[config.mk]
export PLATFORM = sky130hd
export DESIGN_NAME = uniboard_frame_tx
export DESIGN_NICKNAME = d
export VERILOG_FILES = /design/src/rtl/uniboard_pkg.sv /design/src/rtl/uart_tx_serializer.sv /design/src/rtl/uniboard_frame_tx.sv
export SDC_FILE = /design/constraint.sdc
export NUM_CORES = 1
export LEC_CHECK = 0
export BUFFER_PORTS_ARGS = -buffer_cell sky130_fd_sc_hd__buf_4
export CAP_MARGIN = 10
export CORE_UTILIZATION = 50
export DETAILED_ROUTE_END_ITERATION = 7
export PLACE_DENSITY = 0.67
export SLEW_MARGIN = 20
export SYNTH_ARGS = -nofsm -noshare
export SYNTH_HDL_FRONTEND = slang
export SYNTH_SLANG_ARGS = --single-unit
[constraint.sdc]
create_clock -name clk -period 3.57 [get_ports clk]
set_input_delay 0.5355 -clock clk [delete_from_list [all_inputs] [get_ports clk]]
set_output_delay 0.5355 -clock clk [all_outputs]
set_load 0.01 [all_outputs]
[src/rtl/uniboard_pkg.sv]
// Shared Uniboard protocol definitions: item tags, framing bytes, encoder states
// and the escape predicate also used by the receive-side decoder.
package uniboard_pkg;

  typedef enum logic [1:0] {
    DATA  = 2'd0,
    START = 2'd1,
    END   = 2'd2,
    RSVD  = 2'd3
  } item_kind_t;

  typedef enum logic [1:0] {
    IDLE      = 2'd0,
    SEND_ESC  = 2'd1,
    SEND_BYTE = 2'd2
  } enc_state_t;

  localparam logic [7:0] PROTO_START = 8'h01;
  localparam logic [7:0] PROTO_END   = 8'h17;
  localparam logic [7:0] PROTO_ESC   = 8'h18;

  // A payload byte that collides with any framing byte must be preceded by ESC.
  function automatic logic needs_escape(input logic [7:0] b);
    logic hit;
    hit = (b == PROTO_START) | (b == PROTO_END) | (b == PROTO_ESC);
    return hit;
  endfunction

endpackage

[src/rtl/uart_tx_serializer.sv]
// 8N1 LSB-first UART transmitter. tx is registered one cycle behind the bit
// counters, so a load issued on the done cycle continues the line seamlessly.
module uart_tx_serializer #(
  parameter int CLK_DIV = 12
) (
  input  logic       clk,
  input  logic       reset,
  input  logic       load,
  input  logic [7:0] load_data,
  output logic       tx,
  output logic       busy,
  output logic       done
);

  localparam int DIV_W = (CLK_DIV > 1) ? $clog2(CLK_DIV) : 1;
  localparam logic [DIV_W-1:0] DIV_LAST = DIV_W'(CLK_DIV - 1);

  logic [DIV_W-1:0] div_q, div_d;
  logic [3:0]       bit_q, bit_d;
  logic [7:0]       data_q, data_d;
  logic             busy_q, busy_d;
  logic             tx_q, tx_d;
  logic             line_bit_s;
  logic             bit_end_s;

  // Level of the bit currently being timed: start, shifted data LSB, or stop.
  always_comb begin
    line_bit_s = 1'b1;
    case (bit_q)
      4'd0:    line_bit_s = 1'b0;
      4'd9:    line_bit_s = 1'b1;
      default: line_bit_s = data_q[0];
    endcase
  end

  assign bit_end_s = (div_q == DIV_LAST);

  // Divider / bit counter / shift register next-state; a load restarts everything.
  always_comb begin
    div_d  = div_q;
    bit_d  = bit_q;
    data_d = data_q;
    busy_d = busy_q;
    tx_d   = busy_q ? line_bit_s : 1'b1;
    if (load) begin
      div_d  = '0;
      bit_d  = 4'd0;
      data_d = load_data;
      busy_d = 1'b1;
    end else if (busy_q) begin
      if (bit_end_s) begin
        div_d = '0;
        if (bit_q == 4'd9) begin
          busy_d = 1'b0;
          bit_d  = 4'd0;
        end else begin
          bit_d = bit_q + 4'd1;
          if (bit_q != 4'd0) begin
            data_d = {1'b0, data_q[7:1]};
          end else begin
            data_d = data_q;
          end
        end
      end else begin
        div_d = div_q + DIV_W'(1);
      end
    end else begin
      div_d = '0;
    end
  end

  // State registers with synchronous reset; line idles high.
  always_ff @(posedge clk) begin
    if (reset) begin
      div_q  <= '0;
      bit_q  <= 4'd0;
      data_q <= 8'h00;
      busy_q <= 1'b0;
      tx_q   <= 1'b1;
    end else begin
      div_q  <= div_d;
      bit_q  <= bit_d;
      data_q <= data_d;
      busy_q <= busy_d;
      tx_q   <= tx_d;
    end
  end

  assign tx   = tx_q;
  assign busy = busy_q;
  assign done = busy_q & (bit_q == 4'd9) & bit_end_s;

endmodule

[src/rtl/uniboard_frame_tx.sv]
// Uniboard transmit framer: turns tagged items into escaped wire bytes and
// hands them to the UART serializer one frame at a time.
module uniboard_frame_tx
  import uniboard_pkg::*;
#(
  parameter int CLK_DIV = 12
) (
  input  logic       clk,
  input  logic       reset,
  input  logic [7:0] in_data,
  input  logic [1:0] in_kind,
  input  logic       in_valid,
  output logic       in_ready,
  output logic       tx,
  output logic       busy
);

  enc_state_t state_q, state_d;
  logic [7:0] data_q, data_d;
  logic [7:0] first_q, first_d;
  logic       start_q, start_d;

  logic       ser_busy_s;
  logic       ser_done_s;
  logic       ser_load_s;
  logic [7:0] ser_load_data_s;
  logic       in_ready_s;
  logic       xfer_s;

  assign in_ready_s = (state_q == IDLE) & ~ser_busy_s & ~reset;
  assign xfer_s     = in_valid & in_ready_s;

  // The escaped byte follows its ESC on the very edge the ESC frame completes.
  assign ser_load_s      = start_q | ((state_q == SEND_ESC) & ser_done_s);
  assign ser_load_data_s = start_q ? first_q : data_q;

  // Encoder next-state: pick the first wire byte at transfer, then sequence frames.
  always_comb begin
    state_d = state_q;
    data_d  = data_q;
    first_d = first_q;
    start_d = 1'b0;
    case (state_q)
      IDLE: begin
        if (xfer_s) begin
          data_d  = in_data;
          start_d = 1'b1;
          case (item_kind_t'(in_kind))
            START: begin
              first_d = PROTO_START;
              state_d = SEND_BYTE;
            end
            END: begin
              first_d = PROTO_END;
              state_d = SEND_BYTE;
            end
            default: begin
              if (needs_escape(in_data)) begin
                first_d = PROTO_ESC;
                state_d = SEND_ESC;
              end else begin
                first_d = in_data;
                state_d = SEND_BYTE;
              end
            end
          endcase
        end else begin
          state_d = IDLE;
        end
      end
      SEND_ESC: begin
        if (ser_done_s) begin
          state_d = SEND_BYTE;
        end else begin
          state_d = SEND_ESC;
        end
      end
      SEND_BYTE: begin
        if (ser_done_s) begin
          state_d = IDLE;
        end else begin
          state_d = SEND_BYTE;
        end
      end
      default: begin
        state_d = IDLE;
      end
    endcase
  end

  // Encoder registers; reset discards any item in flight.
  always_ff @(posedge clk) begin
    if (reset) begin
      state_q <= IDLE;
      data_q  <= 8'h00;
      first_q <= 8'h00;
      start_q <= 1'b0;
    end else begin
      state_q <= state_d;
      data_q  <= data_d;
      first_q <= first_d;
      start_q <= start_d;
    end
  end

  uart_tx_serializer #(
    .CLK_DIV(CLK_DIV)
  ) u_ser (
    .clk      (clk),
    .reset    (reset),
    .load     (ser_load_s),
    .load_data(ser_load_data_s),
    .tx       (tx),
    .busy     (ser_busy_s),
    .done     (ser_done_s)
  );

  assign in_ready = in_ready_s;
  assign busy     = (state_q != IDLE) | ser_busy_s;

endmodule

==> results by group <==
Clocking
  • Number of sinks on the clock net: 37
  • Clock Pin Slew Worst Setup and Hold Paths: 110 ps
  • Clock buffer depth: 2
  • CTS Hold Bufs: 0
  • CTS root buf: clkbuf_4
  • Skew-Pair Late Insertion Delay: 340 ps
  • # H-tree levels: 2
  • Number of CTS-inserted buffers: 5
  • CTS tree: yes
  • CTS resizes: 0
  • Post-CTS Setup Inserts: 0

Critical path
  • Critical Path End Type: output port
  • Worst path cell trace: nor4_4 > buf_4
  • Worst EP required: 3030 ps
  • Crit Path Max Fanout: 5
  • Startpoint Class: flip-flop
  • Critical Path AT: 1330 ps
  • FF-to-FF Start: state_q[0]$_SDFF_PP0_
  • FF-to-FF End: u_ser.data_q[5]$_SDFFE_PP0P_
  • Crit-path max cell delay: 430 ps
  • Worst Reg2Reg Path Length in Cells: 4
  • CP startpoint: state_q[0]$_SDFF_PP0_
  • Slowest CP cell: nor4_4
  • R2R setup slack: 1730 ps
  • WS Path Type: flip-flop to output port

Flow run
  • Max-cap violation count: 0

Synth
  • Synth area leaders: dfxtp_1 (40%), nand2_1 (6.7%), a21oi_1 (6.0%)
  • Netlist cell types: 46
  • Synth Area per Inst: 8.54 sq um
  • Async S/R FF share, synth: 0
  • Flop and latch count out of synthesis: 37
  • Post-Syn Nets: 230
  • Warning count from the yosys run: 0
  • Seq/Total Area, Yosys: 0.404
  • Top FF cell, synth: dfxtp_1
  • Post-synth EDFFs: 0
  • Cells after Synth: 215
  • Synth Cell Area: 1840 sq um
  • Synth top area share: 0.404
  • Synth area leader: dfxtp_1

Detailed routing
  • Pre-antenna DRT Iters: 4
  • Via density per instance: 5.65
  • Post-DR wirelength/cell: 14.8 microns
  • M1 wire length: 1.86 mm
  • Met2 Wirelength: 1.99 mm
  • Metal3 WL: 127 microns
  • Final WL: 4.03 mm
  • # DRC: 0
  • Routed vias: 1,538
  • Highest Signal Layer: met4
  • Post-DRT Antenna Nets: 0
  • Initial DRC count: 97

Pwr
  • Leakage: 0.786 nW
  • Max VDD drop: 0.309 mV
  • Pwr/cell area: 410 nW/um^2

STA
  • Layout Skew: 6.04 ps
  • Slew @ Worst Pin: 984 ps
  • Achievable Freq: 0.535 GHz
  • RSZ-0062 raised after global routing: no
  • Final Critical Period: 1870 ps
  • Final Hold Fails: 0
  • Setup violations, final: 0
  • Slew Limit Fails: 0
  • Tcrit/Tclk final: 0.524
  • Worst slew margin: 0.343
  • Setup_tns: 0 ps

GRT
  • Pin count of the biggest net entering global routing: 20
  • First-pass GRT wire length: 7.20 mm
  • Congestion Overflow GR: 0
  • Total track usage: 0.231
  • Initial antenna violation count: 0
  • Number of global-route vias before repair: 1,532

Status
  • Outcome: complete, no violations

Die
  • Chip width: 62.6 microns
  • Row count: 21
  • CORE AREA: 3420 sq um
  • Initial Util: 0.537
  • Die area: 3920 sq um
  • Die Y: 62.6 microns
  • Total I/O pin count: 16

Finish
  • Most common cell after layout, fill and taps aside: dfxtp_1
  • Layout cell share with drive strength beyond 1: 0.177
  • ANT cells: 0
  • P&R area growth vs syn: 10.5%
  • Fin nets: 240
  • Final core area utilization: 0.594
  • Commonest non-fill, non-tap cells in the layout: dfxtp_1 (37), nand2_1 (33), a21oi_1 (22)

Hold path
  • Worst Hold Class: primary input to flip-flop
  • Hold path depth: 3
  • Hold EP: data_q[3]$_SDFFE_PP0P_
  • HP Start: in_data[3]

Place
  • GPL Wtd Cong: 0.823
  • HPWL Detailed: 2.94 mm
  • Input/output buffers: 15
## per-layer routing
layer,GRT usage,vias to the layer above
li1,-,797
met1,0.290,710
met2,0.393,26
met3,0.0493,5
met4,0.0698,0
met5,0,-
## power by group
group          total, mW  internal (mW)  switching [mW]
combinational     0.0859         0.0357          0.0502
clock              0.307          0.166           0.140
sequential         0.439          0.429          0.0108
## flip-flops by register name, indices dropped and copies added, names as in the netlist
register,flops
u_ser.data_q,8
state_q,2
first_q,8
u_ser.busy,1
u_ser.div_q,4
data_q,8
start_q,1
u_ser.bit_q,4
u_ser.tx,1
## through the flow
step / power [mW] / cells / setup WS [ps] / hold WS (ps) / area, sq um
finish: 0.832 / 272 / 1700 / 434 / 2030
global route: 0.872 / 272 / 1510 / 430 / 2030
global placement: 0.532 / 264 / 1710 / 423 / 1940
CTS: 0.841 / 272 / 1670 / 409 / 2030
detailed placement: 0.535 / 264 / 1690 / 445 / 1940
floorplan: 0.502 / 215 / 1940 / 418 / 1840
## critical path: cells and delay by family (launching register included)
family	cells	cell delay, ps
AND/OR/NAND/NOR	1	430
buffers and inverters	1	200
flip-flops	1	370
## area by class of cell
class                           instances  area (sq um)
Tap cell                               46          57.6
Fill cell                             332          1390
Inverter                                6          27.5
Clock inverter                          2          37.5
Clock buffer                            6          51.3
Sequential cell                        37           741
Timing Repair Buffer                   15           113
Multi-Input combinational cell        160          1000
## cells in the mapped netlist, drive strengths merged (2+ instances only)
cell,number
o21ai,5
or2,7
nand3b,7
o22ai,11
clkbuf,2
nor2b,4
nor2,12
o31ai,10
inv,4
a41oi,2
and3,2
nand2,35
xnor2,2
o31a,2
xor2,3
a21oi,22
and4b,3
nand3,11
nor3,2
mux2i,2
clkinv,2
buf,10
ha,2
or3,2
dfxtp,37
## cell families (layout without fill, tap and decap cells)
family | after synthesis | after routing | share of synthesized area
DFF | 37 | 37 | 0.404
adders and majority gates | 2 | 2 | 0.0136
xor gates and xnor gates | 5 | 5 | 0.0239
muxes | 2 | 2 | 0.0109
buffers and inverters | 18 | 29 | 0.0511
AOI/OAI and AO/OA | 61 | 61 | 0.229
and+or+nand+nor | 90 | 90 | 0.268
## worst max path at each step
stage | endpoint
after floorplan | data_q[4]$_SDFFE_PP0P_
after global placement | first_q[3]$_SDFFE_PP0P_
after detailed placement | first_q[1]$_SDFFE_PP0P_
after CTS | in_ready
after global routing | u_ser.data_q[1]$_SDFFE_PP0P_
final | in_ready
No activity file was read; power rests on OpenSTA's default activity.
